$ cat src/rtl/mdu_iter.sv
// Iterative multiply/divide unit for the RV64M MUL/DIV/REM family.
// Shift-add multiply and restoring divide, UNROLL iteration bits per clock.
module mdu_iter #(
  parameter int XLEN   = 64,
  parameter int UNROLL = 1
) (
  input  logic            clk,
  input  logic            rst_n,
  input  logic            in_valid,
  output logic            in_ready,
  input  logic [2:0]      op,
  input  logic [XLEN-1:0] a,
  input  logic [XLEN-1:0] b,
  input  logic            flush,
  output logic            out_valid,
  input  logic            out_ready,
  output logic [XLEN-1:0] result,
  output logic            div_zero
);
  localparam int STEPS = XLEN / UNROLL;
  localparam int CW    = $clog2(STEPS + 1);

  localparam logic [2:0] OP_MUL    = 3'b000;
  localparam logic [2:0] OP_MULH   = 3'b001;
  localparam logic [2:0] OP_MULHSU = 3'b010;
  localparam logic [2:0] OP_MULHU  = 3'b011;
  localparam logic [2:0] OP_DIV    = 3'b100;
  localparam logic [2:0] OP_DIVU   = 3'b101;
  localparam logic [2:0] OP_REM    = 3'b110;

  localparam logic [XLEN-1:0] MIN_NEG = {1'b1, {(XLEN-1){1'b0}}};

  typedef enum logic [1:0] {IDLE, CALC, DONE} state_t;

  state_t            state_reg, state_next;
  logic [2:0]        op_reg, op_next;
  logic              neg_q_reg, neg_q_next;
  logic              neg_r_reg, neg_r_next;
  logic [XLEN-1:0]   opnd_reg, opnd_next;
  logic [2*XLEN-1:0] acc_reg, acc_next;
  logic [CW-1:0]     cnt_reg, cnt_next;
  logic [XLEN-1:0]   result_reg, result_next;
  logic              div_zero_reg, div_zero_next;

  logic            a_signed, b_signed, a_neg, b_neg, b_zero, sdiv_ovf;
  logic [XLEN-1:0] a_abs, b_abs, special_res;

  always_comb begin
    a_signed = (op == OP_MULH) || (op == OP_MULHSU) || (op == OP_DIV) || (op == OP_REM);
    b_signed = (op == OP_MULH) || (op == OP_DIV) || (op == OP_REM);
    a_neg    = a_signed && a[XLEN-1];
    b_neg    = b_signed && b[XLEN-1];
    a_abs    = a_neg ? -a : a;
    b_abs    = b_neg ? -b : b;
    b_zero   = (b == '0);
    sdiv_ovf = op[2] && !op[0] && (a == MIN_NEG) && (&b);
    // op[1] separates REM/REMU from DIV/DIVU among the divide opcodes
    if (b_zero) special_res = op[1] ? a : '1;
    else        special_res = op[1] ? '0 : a;
  end

  // acc_reg holds {hi, multiplier} for multiply and {remainder, dividend/quotient} for divide
  logic              div_mode;
  logic [2*XLEN-1:0] stage_acc [UNROLL+1];

  assign div_mode     = op_reg[2];
  assign stage_acc[0] = acc_reg;

  generate
    for (genvar gi = 0; gi < UNROLL; gi++) begin : g_step
      logic [XLEN:0] mul_sum;
      logic [XLEN:0] div_shift;
      logic [XLEN:0] div_trial;

      assign mul_sum   = {1'b0, stage_acc[gi][2*XLEN-1:XLEN]}
                       + (stage_acc[gi][0] ? {1'b0, opnd_reg} : '0);
      assign div_shift = stage_acc[gi][2*XLEN-1:XLEN-1];
      assign div_trial = div_shift - {1'b0, opnd_reg};

      assign stage_acc[gi+1] = !div_mode ? {mul_sum, stage_acc[gi][XLEN-1:1]} :
                               div_trial[XLEN] ?
                                 {div_shift[XLEN-1:0], stage_acc[gi][XLEN-2:0], 1'b0} :
                                 {div_trial[XLEN-1:0], stage_acc[gi][XLEN-2:0], 1'b1};
    end
  endgenerate

  logic [2*XLEN-1:0] fin, prod_fix;
  logic [XLEN-1:0]   quo_fix, rem_fix, final_res;

  always_comb begin
    fin      = stage_acc[UNROLL];
    prod_fix = neg_q_reg ? -fin : fin;
    quo_fix  = neg_q_reg ? -fin[XLEN-1:0] : fin[XLEN-1:0];
    rem_fix  = neg_r_reg ? -fin[2*XLEN-1:XLEN] : fin[2*XLEN-1:XLEN];
    case (op_reg)
      OP_MUL:                       final_res = prod_fix[XLEN-1:0];
      OP_MULH, OP_MULHSU, OP_MULHU: final_res = prod_fix[2*XLEN-1:XLEN];
      OP_DIV, OP_DIVU:              final_res = quo_fix;
      default:                      final_res = rem_fix;
    endcase
  end

  always_comb begin
    state_next    = state_reg;
    op_next       = op_reg;
    neg_q_next    = neg_q_reg;
    neg_r_next    = neg_r_reg;
    opnd_next     = opnd_reg;
    acc_next      = acc_reg;
    cnt_next      = cnt_reg;
    result_next   = result_reg;
    div_zero_next = div_zero_reg;

    if (flush) begin
      state_next = IDLE;
    end else begin
      case (state_reg)
        IDLE: begin
          if (in_valid) begin
            op_next    = op;
            neg_q_next = a_neg ^ b_neg;
            neg_r_next = a_neg;
            opnd_next  = op[2] ? b_abs : a_abs;
            acc_next   = op[2] ? {{XLEN{1'b0}}, a_abs} : {{XLEN{1'b0}}, b_abs};
            cnt_next   = CW'(STEPS);
            if (op[2] && (b_zero || sdiv_ovf)) begin
              state_next    = DONE;
              result_next   = special_res;
              div_zero_next = b_zero;
            end else begin
              state_next    = CALC;
              div_zero_next = 1'b0;
            end
          end
        end
        CALC: begin
          acc_next = stage_acc[UNROLL];
          cnt_next = cnt_reg - CW'(1);
          if (cnt_reg == CW'(1)) begin
            state_next  = DONE;
            result_next = final_res;
          end
        end
        DONE: begin
          if (out_ready) state_next = IDLE;
        end
        default: state_next = IDLE;
      endcase
    end
  end

  always_ff @(posedge clk or negedge rst_n) begin
    if (!rst_n) begin
      state_reg    <= IDLE;
      op_reg       <= '0;
      neg_q_reg    <= 1'b0;
      neg_r_reg    <= 1'b0;
      opnd_reg     <= '0;
      acc_reg      <= '0;
      cnt_reg      <= '0;
      result_reg   <= '0;
      div_zero_reg <= 1'b0;
    end else begin
      state_reg    <= state_next;
      op_reg       <= op_next;
      neg_q_reg    <= neg_q_next;
      neg_r_reg    <= neg_r_next;
      opnd_reg     <= opnd_next;
      acc_reg      <= acc_next;
      cnt_reg      <= cnt_next;
      result_reg   <= result_next;
      div_zero_reg <= div_zero_next;
    end
  end

  assign in_ready  = (state_reg == IDLE);
  assign out_valid = (state_reg == DONE);
  assign result    = result_reg;
  assign div_zero  = div_zero_reg;

endmodule

$ cat config.mk
export PLATFORM = sky130hd
export DESIGN_NAME = mdu_iter
export DESIGN_NICKNAME = d
export VERILOG_FILES = /design/src/rtl/mdu_iter.sv
export SDC_FILE = /design/constraint.sdc
export NUM_CORES = 2
export LEC_CHECK = 0
export CAP_MARGIN = 10
export CORE_ASPECT_RATIO = 1.5
export CORE_UTILIZATION = 49
export CTS_CLUSTER_DIAMETER = 80
export DETAILED_ROUTE_END_ITERATION = 8
export DONT_BUFFER_PORTS = 1
export GPL_TIMING_DRIVEN = 0
export SYNTH_ARGS = -nofsm -noshare
export SYNTH_HDL_FRONTEND = slang
export SYNTH_SLANG_ARGS = --single-unit
$ cat constraint.sdc
create_clock -name clk -period 12.89 [get_ports clk]
set_input_delay 1.9335 -clock clk [delete_from_list [all_inputs] [get_ports clk]]
set_output_delay 1.9335 -clock clk [all_outputs]
set_load 0.05 [all_outputs]
==> metrics.txt, run 1 <==
sequential-to-total area share from yosys stat between 20% and 30%; synth warn 0; die span in y 316.4 um; Tot GR Track Use between 60 and 70%; Num CTS Buffers 31; syn nets 4709; FF+latch count, synth ~270; initial core utilization 49.85%; top cell type's share of synthesized area a little over a fifth; most common flop cell mapped by yosys dfrtp_1; Commonest cells post-synth nand2_1 (536), a21oi_1 (416), o21ai_0 (400), nor2_1 (378), dfrtp_1 (271); Post-DP HPWL 161.9 mm; gr ovfl total 26; maximum number of pins on one net before global-route repair about 270; CTS Hold Bufs 0; PostCTS Resize Cnt 0; ys async rst share between 90% and 100%; status did not finish; Root Driver clkbuf_16; Cell Rows 114; first error [ERROR GRT-0116] Global routing finished with congestion. Check the congestion regions in the DRC Viewer.; synthesized cell area between 30000 and 40000 um^2; global-route wire length before repair ~300 mm; Sinks on Clock Net between 200 and 300; top post-synthesis cells by area dfrtp_1 (21%), a21oi_1 (6.4%), nand2_1 (6.2%), o21ai_0 (6.2%), xnor2_1 (6.1%); top-count cell post-synth nand2_1; Clock Path Buffers 3; cells after synthesis approximately 4400; Setup Buffers After CTS 0; post-synth cell types roughly 110; port bufs 0; io pins 203; Die W 211.6 um; Avg Inst Size Synth ~7.3 um^2; routability congestion estimate between 1 and 1.5; Fail Step 5_1_grt; H-tree depth 1; vias in the first global route 40570; largest area contributor in the netlist dfrtp_1; Post-synth EDFFs 0
cells by family after synthesis:
kind of cell / synth area share (%)
DFF: 21.01
muxes: 3.120
xor gates and xnor gates: 10.04
adders and majority gates: 5.356
AOI/OAI and AO/OA: 31.04
and+or+nand+nor: 24.29
buffers and inverters: 5.155
metrics by stage:
| step | area (um^2) | util [%] | instances | setup WS [ns] | hold slack, ns |
|---|---|---|---|---|---|
| after floorplan | 32280 | - | 4436 | 7.191 | 0.4639 |
| after CTS | 34570 | 53.38 | 5370 | 2.156 | 0.5285 |
| after global placement | 33370 | 51.53 | 5306 | 2.062 | 0.5013 |
| after detailed placement | 33500 | 51.73 | 5314 | 2.216 | 0.5139 |
metal layers:
metal	GRT overflow	GRT usage, %
met3	0	34.99
met5	0	3.736
met4	11	71.10
met2	15	90.17
met1	0	62.89
==> run 2, diff against run 1 <==
--- a/config.mk
+++ b/config.mk
@@ -6,12 +6,11 @@
 export NUM_CORES = 2
 export LEC_CHECK = 0
 export CAP_MARGIN = 10
-export CORE_ASPECT_RATIO = 1.5
-export CORE_UTILIZATION = 49
-export CTS_CLUSTER_DIAMETER = 80
+export CORE_UTILIZATION = 34
 export DETAILED_ROUTE_END_ITERATION = 8
 export DONT_BUFFER_PORTS = 1
 export GPL_TIMING_DRIVEN = 0
+export PLACE_DENSITY_LB_ADDON = 0.15
 export SYNTH_ARGS = -nofsm -noshare
 export SYNTH_HDL_FRONTEND = slang
 export SYNTH_SLANG_ARGS = --single-unit
==> metrics.txt, run 2 <==
Num CTS Buffers 37 (+19%); Total Power around 9.0 mW; crit-path max cell delay 1.11 ns; fin crit share 87.37%; Crit path max-delay family buffers and inverters; synthesized cell area 32280 um^2 (unchanged); gr ovfl total 0; Die W 310.1 um (+47%); Routed Wire Length between 200 and 250 mm; Critical Path RT between 10 and 15 ns; Final TNS setup 0 ns; highest clock rate 0.08879 GHz; RSZ-0062 raised after global routing false; VDD IR max between 0.1 and 0.15 mV; M1 WL approximately 80 mm; Via density around 6.4; kind of critical path reg -> reg; FF+latch count, synth 271 (unchanged); Routed wire per std cell between 30 and 40 um; DR top layer met5; post-synth cell types 113 (unchanged); Final Hold Vio Count 0; failing checks slew limit; max reg flops around 130; drt pass-1 iters 7; Final ANT Viol Nets 0; top cell type's share of synthesized area 21.01% (unchanged); ys async rst share 100.0% (unchanged); CTS Hold Bufs 0 (unchanged); element type at the critical path end flop; core footprint 93750 um^2; P&R area growth vs syn 9.460%; nets 4761; die footprint 96190 um^2; Clock Path Buffers 3 (unchanged); Worst-Margin Slew between 2 and 2.5 ns; Max Transition Viols Final about 170; initial DRC count 4803; Slew HR -39.66%; Root Driver clkbuf_16; met2 wire len between 80 and 90 mm; routability congestion estimate 1.063 (-5.0%); top-count cell post-synth nand2_1; vias in the first global route 36010; die span in y 310.1 um (-2.0%); commonest non-fill, non-tap cell in the layout nand2_1; Hold Path Class reg -> reg; global-route wire length before repair 286.5 mm; CP max-delay cell buf_1; most frequent cells in the layout nand2_1 (536), a21oi_1 (416), o21ai_0 (400); post-route cell area 35340 um^2; Sinks on Clock Net 271 (unchanged); maximum number of pins on one net before global-route repair 272; syn nets 4709 (unchanged); Detail Route met3 WL about 22 mm; via count between 30000 and 40000; Worst Path Max Fanout 10; Post-Place Cell Area 34030 um^2 (+1.6%); most common flop cell mapped by yosys dfrtp_1; Post-DP HPWL 172.7 mm (+6.7%); worst-path cell chain buf_1 -> inv_1 -> buf_2 -> buf_2 -> buf_2 -> clkbuf_1 -> buf_8 -> clkbuf_1 -> buf_1 -> buf_1 -> a21oi_1 -> nor2_1 -> clkbuf_1 -> a21oi_1 -> o21ai_0 -> mux2_2; Clock Latency Late Sink 0.61 ns; initial antenna violation count 20; status finished with violations; max cap viols 0; Pwr Density around 250 nW/um^2; LEAKAGE 13.76 nW; PostCTS Resize Cnt 0 (unchanged); Commonest cells post-synth nand2_1 (536), a21oi_1 (416), o21ai_0 (400), nor2_1 (378), dfrtp_1 (271); sequential-to-total area share from yosys stat 21.01% (unchanged); initial core utilization 34.44% (-15 points); Worst EP arrival about 12 ns; WP buf/inv 11; Cell Rows 112 (-1.8%); Avg Inst Size Synth 7.278 um^2 (unchanged); Tot GR Track Use ~43%; final setup vio count 0; Setup Buffers After CTS 0 (unchanged); DRC violation count after routing 0; CTS tree built; Clock Skew between 0.02 and 0.03 ns; Post-synth EDFFs 0 (unchanged); largest area contributor in the netlist dfrtp_1; io pins 203 (unchanged); top post-synthesis cells by area dfrtp_1 (21%), a21oi_1 (6.4%), nand2_1 (6.2%), o21ai_0 (6.2%), xnor2_1 (6.1%); port bufs 0 (unchanged); Reg clk slew, reported paths about 0.08 ns; synth warn 0 (unchanged); cells after synthesis 4436 (unchanged); layout cell share with drive strength beyond 1 around 5.4%; H-tree depth 2 (+1); Final min period about 11 ns; CP Launch Type flop
run 2: per-layer routing:
metal,up-vias,GRT usage [%]
met2,2114,65.76
met3,484,11.06
met5,-,0
li1,16510,-
met1,18050,52.07
met4,8,29.71
run 2: tightest hold or removal path: stages (launching register included):
cell and delay (ns):
dfrtp_1 0.38, nand2_1 0.06, o221ai_1 0.06
run 2: area by class of cell:
type	instances	area [um^2]
clock buffer	49	1094
timing repair buffer	13	135.1
clock inverter	18	203.9
fill	10310	58410
inverter	134	503.0
sequential	271	6782
antenna	4	10.01
buffer	278	1164
multi-input combinational	3753	23880
tap	1254	1569
run 2: path summary, 6_finish.rpt:
| path | cells past startpoint | slack (ns) | from | endpoint |
|---|---|---|---|---|
| worst max-delay path | 16 | 1.63 | op_reg[2] | result[12] |
| worst min-delay path | 2 | 0.53 | acc_reg[40] | acc_reg[40] |
| worst max register to register | 16 | 1.63 | op_reg[2] | result[12] |
| worst min register to register | 2 | 0.53 | acc_reg[40] | acc_reg[40] |
| max in group asynchronous | 0 | 10.19 | rst_n | acc_reg[110] |
| min in group asynchronous | 0 | 1.04 | rst_n | opnd_reg[55] |
run 2: cell families after synthesis:
group	Yosys count	synth area share (%)
simple gates	1614	24.29
flops	271	21.01
compound gates	1534	31.04
buf+inv	412	5.155
mux	98	3.120
fa+ha+maj	137	5.356
xor+xnor	370	10.04
run 2: where the power goes:
group,switching (mW),internal [mW],total [mW],leakage [nW]
registers,0.746,1.13,1.88,3.46
logic,4.17,1.79,5.96,9.65
clock network,0.472,0.677,1.15,0.649
run 2: stage by stage:
stage / std cells / hold WS [ns] / util [%] / setup WS (ns)
CTS: 5770 / 0.5244 / 37.68 / 2.338
global route: 5771 / 0.5512 / 37.69 / 2.262
global placement: 5690 / 0.5055 / 36.11 / 1.767
detailed placement: 5703 / 0.5105 / 36.30 / 2.360
floorplan: 4436 / 0.4639 / - / 7.191
finish: 5774 / 0.5297 / 37.69 / 1.628
Power figures use the tool's default switching activity.
